[src/rtl/gray_fifo_ptr_ctrl.sv]
// Single-clock FIFO pointer controller using Gray-coded read/write pointers.
// Gates write/read requests against full/empty, drives the address and enable
// pins of an external 2^ADDR_W-entry RAM, and exports the Gray pointers so a
// later dual-clock FIFO can reuse them unchanged.
//
// Ports:
//   clk        rising-edge clock
//   reset      synchronous active-high reset
//   wr_req     write request for this cycle
//   rd_req     read request for this cycle
//   mem_we     RAM write enable  (wr_req & ~full, combinational)
//   mem_waddr  RAM write address (low bits of binary write pointer)
//   mem_re     RAM read enable   (rd_req & ~empty, combinational)
//   mem_raddr  RAM read address  (low bits of binary read pointer)
//   wr_gray    registered Gray write pointer, ADDR_W+1 bits
//   rd_gray    registered Gray read pointer,  ADDR_W+1 bits
//   full       FIFO holds 2^ADDR_W entries
//   empty      FIFO holds 0 entries
//   count      occupancy, 0 .. 2^ADDR_W
//   overflow   sticky: write requested while full
//   underflow  sticky: read requested while empty
module gray_fifo_ptr_ctrl #(
    parameter int unsigned ADDR_W = 4
) (
    input  logic              clk,
    input  logic              reset,
    input  logic              wr_req,
    input  logic              rd_req,
    output logic              mem_we,
    output logic [ADDR_W-1:0] mem_waddr,
    output logic              mem_re,
    output logic [ADDR_W-1:0] mem_raddr,
    output logic [ADDR_W:0]   wr_gray,
    output logic [ADDR_W:0]   rd_gray,
    output logic              full,
    output logic              empty,
    output logic [ADDR_W:0]   count,
    output logic              overflow,
    output logic              underflow
);

    localparam int unsigned PTR_W = ADDR_W + 1;

    // Top two Gray bits differ between pointers exactly one lap apart.
    localparam logic [PTR_W-1:0] FULL_MASK = PTR_W'(3) << (PTR_W - 2);

    logic [PTR_W-1:0] r_wr_bin;
    logic [PTR_W-1:0] r_rd_bin;
    logic [PTR_W-1:0] r_wr_gray;
    logic [PTR_W-1:0] r_rd_gray;
    logic             r_overflow;
    logic             r_underflow;

    logic [PTR_W-1:0] w_wr_bin_nxt;
    logic [PTR_W-1:0] w_rd_bin_nxt;
    logic             w_full;
    logic             w_empty;
    logic             w_we;
    logic             w_re;

    // Flags come from the registered Gray pointers only.
    assign w_empty = (r_wr_gray == r_rd_gray);
    assign w_full  = (r_wr_gray == (r_rd_gray ^ FULL_MASK));

    // Request gating against current-cycle flags.
    assign w_we = wr_req & ~w_full;
    assign w_re = rd_req & ~w_empty;

    assign w_wr_bin_nxt = r_wr_bin + PTR_W'(1);
    assign w_rd_bin_nxt = r_rd_bin + PTR_W'(1);

    // Pointer and sticky-flag state; Gray is encoded from the next binary value.
    always_ff @(posedge clk) begin
        if (reset) begin
            r_wr_bin    <= '0;
            r_rd_bin    <= '0;
            r_wr_gray   <= '0;
            r_rd_gray   <= '0;
            r_overflow  <= 1'b0;
            r_underflow <= 1'b0;
        end else begin
            if (w_we) begin
                r_wr_bin  <= w_wr_bin_nxt;
                r_wr_gray <= w_wr_bin_nxt ^ (w_wr_bin_nxt >> 1);
            end
            if (w_re) begin
                r_rd_bin  <= w_rd_bin_nxt;
                r_rd_gray <= w_rd_bin_nxt ^ (w_rd_bin_nxt >> 1);
            end
            if (wr_req & w_full) begin
                r_overflow <= 1'b1;
            end
            if (rd_req & w_empty) begin
                r_underflow <= 1'b1;
            end
        end
    end

    assign mem_we    = w_we;
    assign mem_re    = w_re;
    assign mem_waddr = r_wr_bin[ADDR_W-1:0];
    assign mem_raddr = r_rd_bin[ADDR_W-1:0];
    assign wr_gray   = r_wr_gray;
    assign rd_gray   = r_rd_gray;
    assign full      = w_full;
    assign empty     = w_empty;
    assign count     = r_wr_bin - r_rd_bin;
    assign overflow  = r_overflow;
    assign underflow = r_underflow;

endmodule

[config.mk]
export PLATFORM = sky130hd
export DESIGN_NAME = gray_fifo_ptr_ctrl
export DESIGN_NICKNAME = d
export VERILOG_FILES = /design/src/rtl/gray_fifo_ptr_ctrl.sv
export SDC_FILE = /design/constraint.sdc
export NUM_CORES = 1
export LEC_CHECK = 0
export CAP_MARGIN = 0
export CELL_PAD_IN_SITES_DETAIL_PLACEMENT = 1
export CELL_PAD_IN_SITES_GLOBAL_PLACEMENT = 2
export CORE_MARGIN = 1
export CORE_UTILIZATION = 27
export CTS_CLUSTER_DIAMETER = 50
export DETAILED_ROUTE_END_ITERATION = 6
export HOLD_SLACK_MARGIN = 0.03
export PLACE_DENSITY_LB_ADDON = 0.1
export SKIP_CTS_REPAIR_TIMING = 1
export SYNTH_ARGS = -nofsm -noshare
export SYNTH_HDL_FRONTEND = slang
export SYNTH_SLANG_ARGS = --single-unit
[constraint.sdc]
create_clock -name clk -period 2.56 [get_ports clk]
set_input_delay 0.512 -clock clk [delete_from_list [all_inputs] [get_ports clk]]
set_output_delay 0.512 -clock clk [all_outputs]
set_load 0.01 [all_outputs]
Yosys cells after proc, flatten, opt, wreduce, memory -nomap -nowiden

Cells that the tools add are included.

Add/subtract/negate cells: 3
Equality and inequality tests: 2
Bitwise gates (word level): 9

Operator list:

| cell                                        | number |
|---|---|
| adder 5 x 1 -> 5 bit, second input constant | 2 |
| == test 5 bit                               | 2 |
| XOR 5 x 4 -> 5 bit                          | 2 |
| subtractor 5 bit                            | 1 |
| AND 1 bit                                   | 4 |
| NOT 1 bit                                   | 2 |
| NOT 2 bit                                   | 1 |

Word-level logic and storage cells: 20
Bits of input ports: 4
Output and inout port bits: 29
Flip-flop bits (word level): 22

Logic depth before layout (Yosys ltp)

Depth in word-level cells: 4
Gate-level depth with buffers: 7
Gate-level depth less buffers: 7

Worst setup path before layout

OpenSTA, ideal clock, no wires.

Path type: reg2out
Start point: register r_rd_bin[0]
End point: output port count[4]
Setup slack: 0.451 ns
Cell stages (with the launch flop): 7
Arrival time: 1.597 ns
Data required time: 2.048 ns
Path buffers: 0
Cells stage by stage: dfxtp_1 > ha_1 > inv_1 > fa_1 > a21o_1 > a21oi_1 > xnor2_1

Cells in the longest elaborated chain, start to end: 1

RTL lines:

| what                   | line | text |
|---|---|---|
| start, declared        | 48   | `logic [PTR_W-1:0] r_rd_bin;` |
| start signal, assigned | 87   | `r_rd_bin <= w_rd_bin_nxt;` |
| subtractor 5 bit       | 107  | `assign count = r_wr_bin - r_rd_bin;` |
| end, declared          | 37   | `output logic [ADDR_W:0] count,` |

No other way between the ends.

==> summary.md <==
| Metric | Value |
|---|---|
| Final setup margin | `0.133 ns` |
| CTS sink cnt | `20` |
| Sequential share of the synthesized area | `33.8%` |
| Boundary pin count | `33` |
| EDFF count, synth | `0` |
| CTS Root Cell | `clkbuf_8` |
| Final Cycle Share | `94.8%` |
| Post-Synth Adder-Cell Area | `8.02%` |
| Crit path launch type | `flip-flop` |
| Syn Std Cell Area | `1190 sq um` |
| Largest family of logic cells by synthesized area | `XOR/XNOR gates` |
| Worst R2R Setup Slack | `0.86 ns` |
| Post-DP HPWL | `2.38 mm` |
| Largest net degree at the start of global routing | `21` |
| Fmax | `0.412 GHz` |
| Routed wire length | `3.11 mm` |
| Initial antenna violation count | `0` |
| Max Transition Viols Final | `0` |
| Total power | `1.44 mW` |
| Initial core utilization | `28.8%` |
| Endpoint class of the critical path | `output pin` |
| Routed WL per cell | `13.8 um` |
| Area Growth Syn to Fin | `42.3%` |
| Synth Area in Simple Gates | `14.8%` |
| Drt pass-1 iters | `4` |
| Lkg Pwr | `0.669 nW` |
| Final nets | `187` |
| Fillers | `492` |
| H-Tree Depth | `1` |
| Clock Latency Late Sink | `0.27 ns` |
| FP Rows | `23` |
| Gr usage total | `15.3%` |
| Arrival time worst endpoint | `1.91 ns` |
| Layout cell share with drive strength beyond 1 | `12.0%` |
| Xor/xnor share of the synthesized area | `19.2%` |
| Die Ht | `68.3 um` |
| Maximum vdd ir drop | `0.277 mV` |
| Slew headroom | `46.5%` |
| DRC viols | `0` |
| Post-Syn Nets | `147` |
| Number of buffers created by CTS | `3` |
| Pwr/cell area | `851 nW/um^2` |
| Final Skew | `0.00386 ns` |
| Post-synthesis mux area share | `7.59%` |
| Max cap viols | `0` |
| Compound-Gate Fraction of Synth Area | `12.1%` |
| Yosys Warn Count | `0` |
| Crit path time final | `2.43 ns` |
| Main synth FF type | `dfxtp_1` |
| Total number of vias | `1045` |
| Detailed Route Iter0 Violations | `32` |
| CTS tree | `built` |
| Ant. Diodes | `0` |
| PortBufs | `32` |
| Distinct cells, synth | `28` |
| Synth Register Bits | `20` |
| Die width | `68.3 um` |
| Routability congestion estimate | `0.781` |
| Post-DRT Antenna Nets | `0` |
| Core outline area | `4120 sq um` |
| Vias/cell | `4.64` |
| Mapped Cells | `136` |
| Grt total ovfl | `0` |
| Die Area | `4660 sq um` |
| Status | `complete, no violations` |
| Setup Viol. Count Final | `0` |
| Final hold vios | `0` |
| Async SR Flop Fraction | `0%` |
| First-pass GRT wire length | `5.14 mm` |
| Hold Crit Class | `reg2reg` |
| RSZ-0062 raised after global routing | `false` |
| Slew at the pin closest to its max-slew limit | `0.801 ns` |
| Clk buf depth | `2` |
| CP Max Fanout | `5` |
| Worst-path clk slew | `0.08 ns` |
| Req. time, crit path | `2.05 ns` |
| Avg Cell Area, Syn | `8.72 sq um` |
| Setup WS pre-CTS | `0.0143 ns` |
| Vias in the first global route | `1066` |
| Kind of critical path | `reg2out` |
## cell usage in the layout (no fill, tap or decap), types with 3 or more instances in the layout
| cell | n |
|---|---|
| xor2_1 | 9 |
| mux2i_1 | 9 |
| a21oi_1 | 4 |
| nor2b_1 | 3 |
| dfxtp_1 | 20 |
| ha_1 | 6 |
| nor2_1 | 18 |
| nand2_1 | 9 |
| clkdlybuf4s50_1 | 30 |
| o21ai_0 | 6 |
| xnor2_1 | 17 |
| clkbuf_8 | 3 |
| inv_1 | 8 |
| buf_4 | 8 |
## through the flow
step	TNS [ns]	cells	utilization, %	area (sq um)	hold slack [ns]
after global placement	0	221	39.1	1610	0.450
after detailed placement	0	221	39.1	1610	0.459
final	0	225	41.0	1690	0.474
after CTS	-0.313	225	40.8	1680	0.482
after global routing	0	225	41.0	1690	0.511
after floorplan	0	136	-	1190	0.502
## critical path: stages (launching register included)
cell	delay, ns
dfxtp_1	0.44
xnor2_1	0.15
or2_1	0.33
nor2_1	0.16
clkdlybuf4s50_1	0.56
## registers in the layout, indices dropped and copies added, names as in the netlist
name,count
r_wr_bin,5
rd_gray,4
underflow,1
overflow,1
wr_gray,4
r_rd_bin,5
## synth_stat cells (all sizes together), types with 2 or more instances
| cell | n | share of area, % |
|---|---|---|
| dfxtp | 20 | 34 |
| nor2 | 19 | 6.0 |
| xnor2 | 17 | 13 |
| inv | 9 | 2.8 |
| mux2i | 9 | 7.6 |
| nand2 | 9 | 2.8 |
| xor2 | 9 | 6.6 |
| o21ai | 8 | 4.6 |
| a21oi | 6 | 2.5 |
| ha | 6 | 6.3 |
| clkbuf | 4 | 1.3 |
| nor2b | 3 | 1.6 |
| a211oi | 2 | 1.3 |
| a21o | 2 | 1.3 |
| nand3 | 2 | 1.3 |
| nand4 | 2 | 1.1 |
| or3 | 2 | 1.1 |
## path summary, 6_finish.rpt
check              start         end  cells after the start
max          r_wr_bin[4]        full                      4
min            underflow   underflow                      2
max reg2reg  r_wr_bin[4]  wr_gray[1]                      6
min reg2reg    underflow   underflow                      2
## kinds of logic after synthesis
group	Yosys count
buf+inv	14
flops	20
xor+xnor	26
simple gates	39
mux	9
compound gates	21
fa+ha+maj	7
## where the power goes
group	internal, mW	switching, mW
clock network	0.209	0.120
logic	0.376	0.343
registers	0.355	0.0331
## routing by layer
| layer | up-vias | GRT usage (%) | part of all wire, % | wire length [um] |
|---|---|---|---|---|
| li1 | 527 | - | - | - |
| met1 | 493 | 20.7 | 51 | 1580 |
| met2 | 20 | 23.5 | 44 | 1370 |
| met3 | 5 | 2.67 | 3.3 | 104 |
| met4 | 0 | 7.03 | 1.8 | 55 |
| met5 | - | 0 | 0 | 0 |
## layout make-up
class                   instances  area (sq um)  share of cell area (%)
clock buffers                   3          41.3                    2.45
clock inverters                 1          30.0                    1.78
inverters                       9          33.8                    2.00
multi-input cells             102           742                    44.0
flip-flops and latches         20           400                    23.7
well taps                      50          62.6                    3.71
repair buffers                 40           378                    22.4
Note: power is estimated with default switching activity, not from simulation.
